File: config.mk
export PLATFORM = sky130hd
export DESIGN_NAME = dm_store_buffer_flat
export DESIGN_NICKNAME = d
export VERILOG_FILES = /design/src/rtl/dm_store_buffer_pkg.sv /design/src/rtl/dm_store_buffer_if.sv /design/src/rtl/dm_store_buffer_sb_fifo.sv /design/src/rtl/dm_store_buffer.sv /design/src/flat_wrapper.sv
export SDC_FILE = /design/constraint.sdc
export NUM_CORES = 1
export LEC_CHECK = 0
export BUFFER_PORTS_ARGS = -buffer_cell sky130_fd_sc_hd__buf_4
export CELL_PAD_IN_SITES_DETAIL_PLACEMENT = 0
export CELL_PAD_IN_SITES_GLOBAL_PLACEMENT = 1
export CORE_ASPECT_RATIO = 0.5
export CORE_MARGIN = 2
export CORE_UTILIZATION = 48
export CTS_BUF_LIST = sky130_fd_sc_hd__clkbuf_8
export DETAILED_ROUTE_END_ITERATION = 7
export MAX_ROUTING_LAYER = met4
export PLACE_DENSITY = 0.76
export RECOVER_POWER = 50
export SLEW_MARGIN = 0
export SYNTH_ARGS = -nofsm -noshare
export SYNTH_HDL_FRONTEND = slang
export SYNTH_SLANG_ARGS = --single-unit
File: constraint.sdc
create_clock -name clk -period 6.8 [get_ports clk]
set_input_delay 1.36 -clock clk [delete_from_list [all_inputs] [get_ports clk]]
set_output_delay 1.36 -clock clk [all_outputs]
set_load 0.005 [all_outputs]
File: src/rtl/dm_store_buffer_pkg.sv
// Shared constants for the dm_4k posted-write store buffer.
// Entry layout is {sb, addr, data} with data in the low bits.
package dm_store_buffer_pkg;

  localparam int unsigned DmAw     = 12;
  localparam int unsigned DataW    = 32;
  localparam int unsigned DefDepth = 4;

  localparam int unsigned DataOff = 0;
  localparam int unsigned AddrOff = DataW;

  function automatic int unsigned entry_w(int unsigned aw);
    return 1 + aw + DataW;
  endfunction

  function automatic int unsigned sb_off(int unsigned aw);
    return DataW + aw;
  endfunction

endpackage

File: src/rtl/dm_store_buffer_if.sv
// CPU-side store/load request bus and dm_4k port of the store buffer.
interface dm_store_buffer_if
  import dm_store_buffer_pkg::*;
#(
  parameter int unsigned AW = DmAw
);
  logic             st_valid;
  logic             st_sb;
  logic [AW-1:0]    st_addr;
  logic [DataW-1:0] st_data;
  logic             st_ready;
  logic             ld_valid;
  logic [AW-1:0]    ld_addr;
  logic             ld_stall;
  logic             dm_we;
  logic             dm_sb;
  logic [AW-1:0]    dm_addr;
  logic [DataW-1:0] dm_din;
  logic             empty;

  modport master (
    output st_valid, st_sb, st_addr, st_data, ld_valid, ld_addr,
    input  st_ready, ld_stall, dm_we, dm_sb, dm_addr, dm_din, empty
  );

  modport slave (
    input  st_valid, st_sb, st_addr, st_data, ld_valid, ld_addr,
    output st_ready, ld_stall, dm_we, dm_sb, dm_addr, dm_din, empty
  );
endinterface

File: src/rtl/dm_store_buffer_sb_fifo.sv
// Circular store FIFO with a parallel word-address compare against the
// current load address.
module dm_store_buffer_sb_fifo
  import dm_store_buffer_pkg::*;
#(
  parameter int unsigned DEPTH = DefDepth,
  parameter int unsigned AW    = DmAw
) (
  input  logic             clk,
  input  logic             rst,
  input  logic             push,
  input  logic             pop,
  input  logic             push_sb,
  input  logic [AW-1:0]    push_addr,
  input  logic [DataW-1:0] push_data,
  input  logic [AW-1:0]    ld_addr,
  output logic             full,
  output logic             empty,
  output logic             hit,
  output logic             head_sb,
  output logic [AW-1:0]    head_addr,
  output logic [DataW-1:0] head_data
);
  localparam int unsigned PtrW   = $clog2(DEPTH);
  localparam int unsigned CntW   = $clog2(DEPTH + 1);
  localparam int unsigned EntryW = entry_w(AW);
  localparam int unsigned SbOff  = sb_off(AW);

  logic [EntryW-1:0] mem_q [DEPTH];
  logic [PtrW-1:0]   head_q, tail_q;
  logic [CntW-1:0]   count_q;
  logic [PtrW-1:0]   idx, offs;

  always_ff @(posedge clk) begin
    if (rst) begin
      head_q  <= '0;
      tail_q  <= '0;
      count_q <= '0;
    end else begin
      if (push) begin
        mem_q[tail_q] <= {push_sb, push_addr, push_data};
        tail_q        <= tail_q + 1'b1;
      end
      if (pop) head_q <= head_q + 1'b1;
      case ({push, pop})
        2'b10:   count_q <= count_q + 1'b1;
        2'b01:   count_q <= count_q - 1'b1;
        default: ;
      endcase
    end
  end

  assign full      = (count_q == CntW'(DEPTH));
  assign empty     = (count_q == '0);
  assign head_sb   = mem_q[head_q][SbOff];
  assign head_addr = mem_q[head_q][AddrOff +: AW];
  assign head_data = mem_q[head_q][DataOff +: DataW];

  // A slot is live when its distance from head is below count.
  always_comb begin
    hit  = 1'b0;
    idx  = '0;
    offs = '0;
    for (int unsigned i = 0; i < DEPTH; i++) begin
      idx  = PtrW'(i);
      offs = idx - head_q;
      if (({1'b0, offs} < count_q) &&
          (mem_q[idx][AddrOff+2 +: AW-2] == ld_addr[AW-1:2])) begin
        hit = 1'b1;
      end
    end
  end

endmodule

File: src/rtl/dm_store_buffer.sv
// Posted-write buffer in front of dm_4k: queues stores, drains one per free
// port cycle, and stalls loads that alias a queued store's word.
module dm_store_buffer
  import dm_store_buffer_pkg::*;
#(
  parameter int unsigned DEPTH = DefDepth,
  parameter int unsigned AW    = DmAw
) (
  input logic               clk,
  input logic               rst,
  dm_store_buffer_if.slave  bus
);
  logic             full, empty, hit, drain, push;
  logic             head_sb;
  logic [AW-1:0]    head_addr;
  logic [DataW-1:0] head_data;

  dm_store_buffer_sb_fifo #(
    .DEPTH (DEPTH),
    .AW    (AW)
  ) u_fifo (
    .clk       (clk),
    .rst       (rst),
    .push      (push),
    .pop       (drain),
    .push_sb   (bus.st_sb),
    .push_addr (bus.st_addr),
    .push_data (bus.st_data),
    .ld_addr   (bus.ld_addr),
    .full      (full),
    .empty     (empty),
    .hit       (hit),
    .head_sb   (head_sb),
    .head_addr (head_addr),
    .head_data (head_data)
  );

  assign push         = bus.st_valid & ~full;
  assign bus.st_ready = ~full;
  assign bus.empty    = empty;
  assign bus.ld_stall = bus.ld_valid & (hit | full);
  // Loads own the port unless they are stalled anyway.
  assign drain        = ~empty & (~bus.ld_valid | bus.ld_stall);

  always_comb begin
    bus.dm_we   = 1'b0;
    bus.dm_sb   = 1'b0;
    bus.dm_addr = bus.ld_addr;
    bus.dm_din  = '0;
    if (drain) begin
      bus.dm_we   = 1'b1;
      bus.dm_sb   = head_sb;
      bus.dm_addr = head_addr;
      bus.dm_din  = head_data;
    end
  end

endmodule

File: src/flat_wrapper.sv
// flat-port wrapper written by rule: the top's interface ports become plain ports
module dm_store_buffer_flat import dm_store_buffer_pkg::*;
#(
  parameter int unsigned DEPTH = DefDepth,
  parameter int unsigned AW    = DmAw
)
  (clk, rst, bus_st_valid, bus_st_sb, bus_st_addr, bus_st_data, bus_ld_valid, bus_ld_addr, bus_st_ready, bus_ld_stall, bus_dm_we, bus_dm_sb, bus_dm_addr, bus_dm_din, bus_empty);
  dm_store_buffer_if #(.AW(AW)) bus_i ();
  input logic clk;
  input logic rst;
  input wire logic [$bits(bus_i.st_valid)-1:0] bus_st_valid;
  input wire logic [$bits(bus_i.st_sb)-1:0] bus_st_sb;
  input wire logic [$bits(bus_i.st_addr)-1:0] bus_st_addr;
  input wire logic [$bits(bus_i.st_data)-1:0] bus_st_data;
  input wire logic [$bits(bus_i.ld_valid)-1:0] bus_ld_valid;
  input wire logic [$bits(bus_i.ld_addr)-1:0] bus_ld_addr;
  output wire logic [$bits(bus_i.st_ready)-1:0] bus_st_ready;
  output wire logic [$bits(bus_i.ld_stall)-1:0] bus_ld_stall;
  output wire logic [$bits(bus_i.dm_we)-1:0] bus_dm_we;
  output wire logic [$bits(bus_i.dm_sb)-1:0] bus_dm_sb;
  output wire logic [$bits(bus_i.dm_addr)-1:0] bus_dm_addr;
  output wire logic [$bits(bus_i.dm_din)-1:0] bus_dm_din;
  output wire logic [$bits(bus_i.empty)-1:0] bus_empty;
  assign bus_i.st_valid = bus_st_valid;
  assign bus_i.st_sb = bus_st_sb;
  assign bus_i.st_addr = bus_st_addr;
  assign bus_i.st_data = bus_st_data;
  assign bus_i.ld_valid = bus_ld_valid;
  assign bus_i.ld_addr = bus_ld_addr;
  assign bus_st_ready = bus_i.st_ready;
  assign bus_ld_stall = bus_i.ld_stall;
  assign bus_dm_we = bus_i.dm_we;
  assign bus_dm_sb = bus_i.dm_sb;
  assign bus_dm_addr = bus_i.dm_addr;
  assign bus_dm_din = bus_i.dm_din;
  assign bus_empty = bus_i.empty;
  dm_store_buffer #(.DEPTH(DEPTH), .AW(AW)) u_core (.clk(clk), .rst(rst), .bus(bus_i));
endmodule
==> impl_results.md <==
* Share of layout cells above drive strength 1 at 30.02%
* Max_cap viols at 2
* Vias in the first global route at 4136
* Maximum vdd drop at 0.1159 mV
* Root Driver: clkbuf_8
* Post-cts sizing count at 0
* Die area at 17690 um^2
* CTS clk-pin slew, worst paths at 0.10 ns
* Via/cell ratio at 5.213
* Final setup TNS at 0 ns
* Synth Flop Type: edfxtp_1
* Final hold vios at 0
* Global-route wire length before repair at 23.32 mm
* NumNets Final at 601
* Worst slew pin tran at 3.057 ns
* ANT nets after route at 0
* Headroom to the max-slew limit at -103.8%
* Gpl congestion at 0.7693
* Largest net degree at the start of global routing at 46
* Post-synth cell types at 35
* Worst path arrival time at 3.82 ns
* Post-CTS setup buffers at 0
* Tcrit/Tclk final at 76.15%
* # rows at 33
* Worst hold path type: reg2reg
* Hpwl dp at 9.398 mm
* Initial antenna violation count at 0
* Reg2reg start: u_core.u_fifo.count_q[0]$_SDFFE_PP0P_
* Routed Wire Length at 15.37 mm
* Async S/R FF share, synth at 0%
* Synth Warn # at 0
* Power Density at 317.0 nW/um^2
* # H-tree levels at 4
* Setup CP Type: in2out
* Clock Skew at 0.01183 ns
* DRT Pass-1 Iters at 4
* RSZ-0062 raised after global routing: no
* Die Width at 186.1 um
* DRC at 0
* Status: finished, violations left
* Post-synthesis sequential area ratio at 70.17%
* Failing checks: max-capacitance violations, max-slew violations
* Clock sink count at 189
* Synth Cell Area at 7960 um^2
* Final min period at 5.178 ns
* Leakage Power at 3.033 nW
* Reg-to-Reg End: u_core.u_fifo.mem_q[2][19]$_DFFE_PP_
* Total Power at 0.002916 W
* Mean Syn Cell Area at 18.86 um^2
* Initial drt markers at 334
* Mapped Cells at 422
* Overflow after GRT at 0
* Worst-skew pair later-pin latency at 0.44 ns
* Diode count at 0
* Hold WS at 0.5261 ns
* Drt wl/cell at 19.96 um
* Fmax at 0.1931 GHz
* CP required at 5.44 ns
* Starting density of the core at 48.81%
* Post-synthesis register bit count at 189
* Most common cell after layout, fill and taps aside: edfxtp_1
* Chip height at 95.06 um
* Syn-to-layout area delta at 15.56%
* Most frequent cells in the layout: 180 x edfxtp_1, 67 x buf_4, 48 x clkbuf_1, 45 x mux4_2, 34 x xor2_1
* Crit. Startpoint: bus_ld_addr[6]
* Final Max Tran Viols at 92
* Critical Path Source Type: input pin
* Core ar. at 16310 um^2
* Final Setup Violations at 0
* # hold bufs at CTS at 0
* Number of synthesized flops with an enable pin at 180
* Num CTS Buffers at 17
* Number of port buffers at 109
* Tot GR Track Use at 18.95%
* Clock tree buffer depth at 2
* Critical path capture point type: output port
* Worst Setup EP: bus_dm_din[0]
* Crit Path Max Fanout at 33
* Top Ports at 110
* CTS tree: yes
* R2r setup slk at 2.81 ns
* Via count at 4014
* Reg2reg path depth at 6
* Synth Net Count at 493
[layout make-up]
class	instances	area [um^2]
multi-input cells	199	2221
repair buffers	115	683.2
clock buffers	17	234.0
flip-flops and latches	189	5590
inverters	8	30.03
well taps	227	284.0
clock inverters	15	156.4
fillers	1321	7111
[cell usage after synthesis (3+ instances only)]
| master | count | area share, % |
|---|---|---|
| a21oi_1 | 9 | 0.57 |
| and2_1 | 4 | 0.31 |
| clkbuf_1 | 19 | 0.90 |
| dfxtp_1 | 9 | 2.3 |
| edfxtp_1 | 180 | 68 |
| ha_1 | 9 | 1.4 |
| inv_1 | 8 | 0.38 |
| mux2_2 | 6 | 0.85 |
| mux2_4 | 6 | 1.1 |
| mux4_2 | 45 | 13 |
| nand2_1 | 3 | 0.14 |
| nand3_1 | 3 | 0.19 |
| nand4_1 | 3 | 0.24 |
| nor2_1 | 8 | 0.38 |
| nor2b_1 | 33 | 2.6 |
| nor4_1 | 5 | 0.39 |
| o21ai_0 | 4 | 0.25 |
| or3_1 | 3 | 0.24 |
| xnor2_1 | 10 | 1.1 |
| xor2_1 | 34 | 3.7 |
[worst max-delay path, stage by stage]
cell and delay (ns):
buf_4 0.14, xor2_1 0.17, nor4_1 0.26, o21ai_0 0.15
nor4_2 0.29, nor3_1 0.15, or2_2 0.64, buf_4 0.35
nor2b_1 0.14, buf_4 0.13
[registers in the layout (all words and copies together) (netlist names), named ones only]
register               count
u_core.u_fifo.mem_q      180
u_core.u_fifo.tail_q       2
u_core.u_fifo.head_q       2
u_core.u_fifo.count_q      3
[cell families (layout without fill, tap and decap cells)]
kind of cell,count (synthesis),in the layout,synth area share (%)
AOI/OAI and AO/OA,19,19,1.493
xor gates and xnor gates,44,44,4.841
adders and majority gates,10,10,1.666
buffers and inverters,34,155,1.965
DFF,189,189,70.17
muxes,57,57,14.71
and+or+nand+nor,69,69,5.156
[stage by stage]
step / area (um^2) / utilization, % / worst slack [ns] / instances
finish: 9199 / 56.40 / 1.622 / 770
global route: 9199 / 56.40 / 1.412 / 770
CTS: 9382 / 57.52 / 1.573 / 770
detailed placement: 8991 / 55.13 / 1.585 / 738
global placement: 8991 / 55.13 / 1.683 / 738
floorplan: 7960 / - / 2.252 / 422
[report_power, final]
part / leakage, nW / switching [W] / internal (W) / total [W]
combinational: 1.13 / 0.000321 / 0.000418 / 0.000739
clock: 0.197 / 0.000420 / 0.000304 / 0.000724
sequential: 1.71 / 0.0000971 / 0.00136 / 0.00145
total: 3.03 / 0.000838 / 0.00208 / 0.00292
[worst min path at each step]
stage                                               start                                    end  slack [ns]  depth (start not counted)
floorplan            u_core.u_fifo.tail_q[1]$_SDFFE_PP0P_   u_core.u_fifo.tail_q[1]$_SDFFE_PP0P_        0.47                          2
CTS                  u_core.u_fifo.tail_q[1]$_SDFFE_PP0P_   u_core.u_fifo.tail_q[1]$_SDFFE_PP0P_        0.52                          2
global route         u_core.u_fifo.tail_q[1]$_SDFFE_PP0P_   u_core.u_fifo.tail_q[1]$_SDFFE_PP0P_        0.56                          2
finish               u_core.u_fifo.tail_q[1]$_SDFFE_PP0P_   u_core.u_fifo.tail_q[1]$_SDFFE_PP0P_        0.53                          2
global placement    u_core.u_fifo.count_q[1]$_SDFFE_PP0P_  u_core.u_fifo.count_q[1]$_SDFFE_PP0P_        0.50                          2
detailed placement   u_core.u_fifo.tail_q[1]$_SDFFE_PP0P_   u_core.u_fifo.tail_q[1]$_SDFFE_PP0P_        0.51                          2
[routing by layer]
layer  track usage [%]  vias up  wire length [um]
met5                 -        -                 0
met4             5.709        0               134
met3             3.514       10               562
met2             30.48       96              7664
met1             25.07     2054              7006
li1                  -     1854                 -
(Power assumes the default switching activity.)
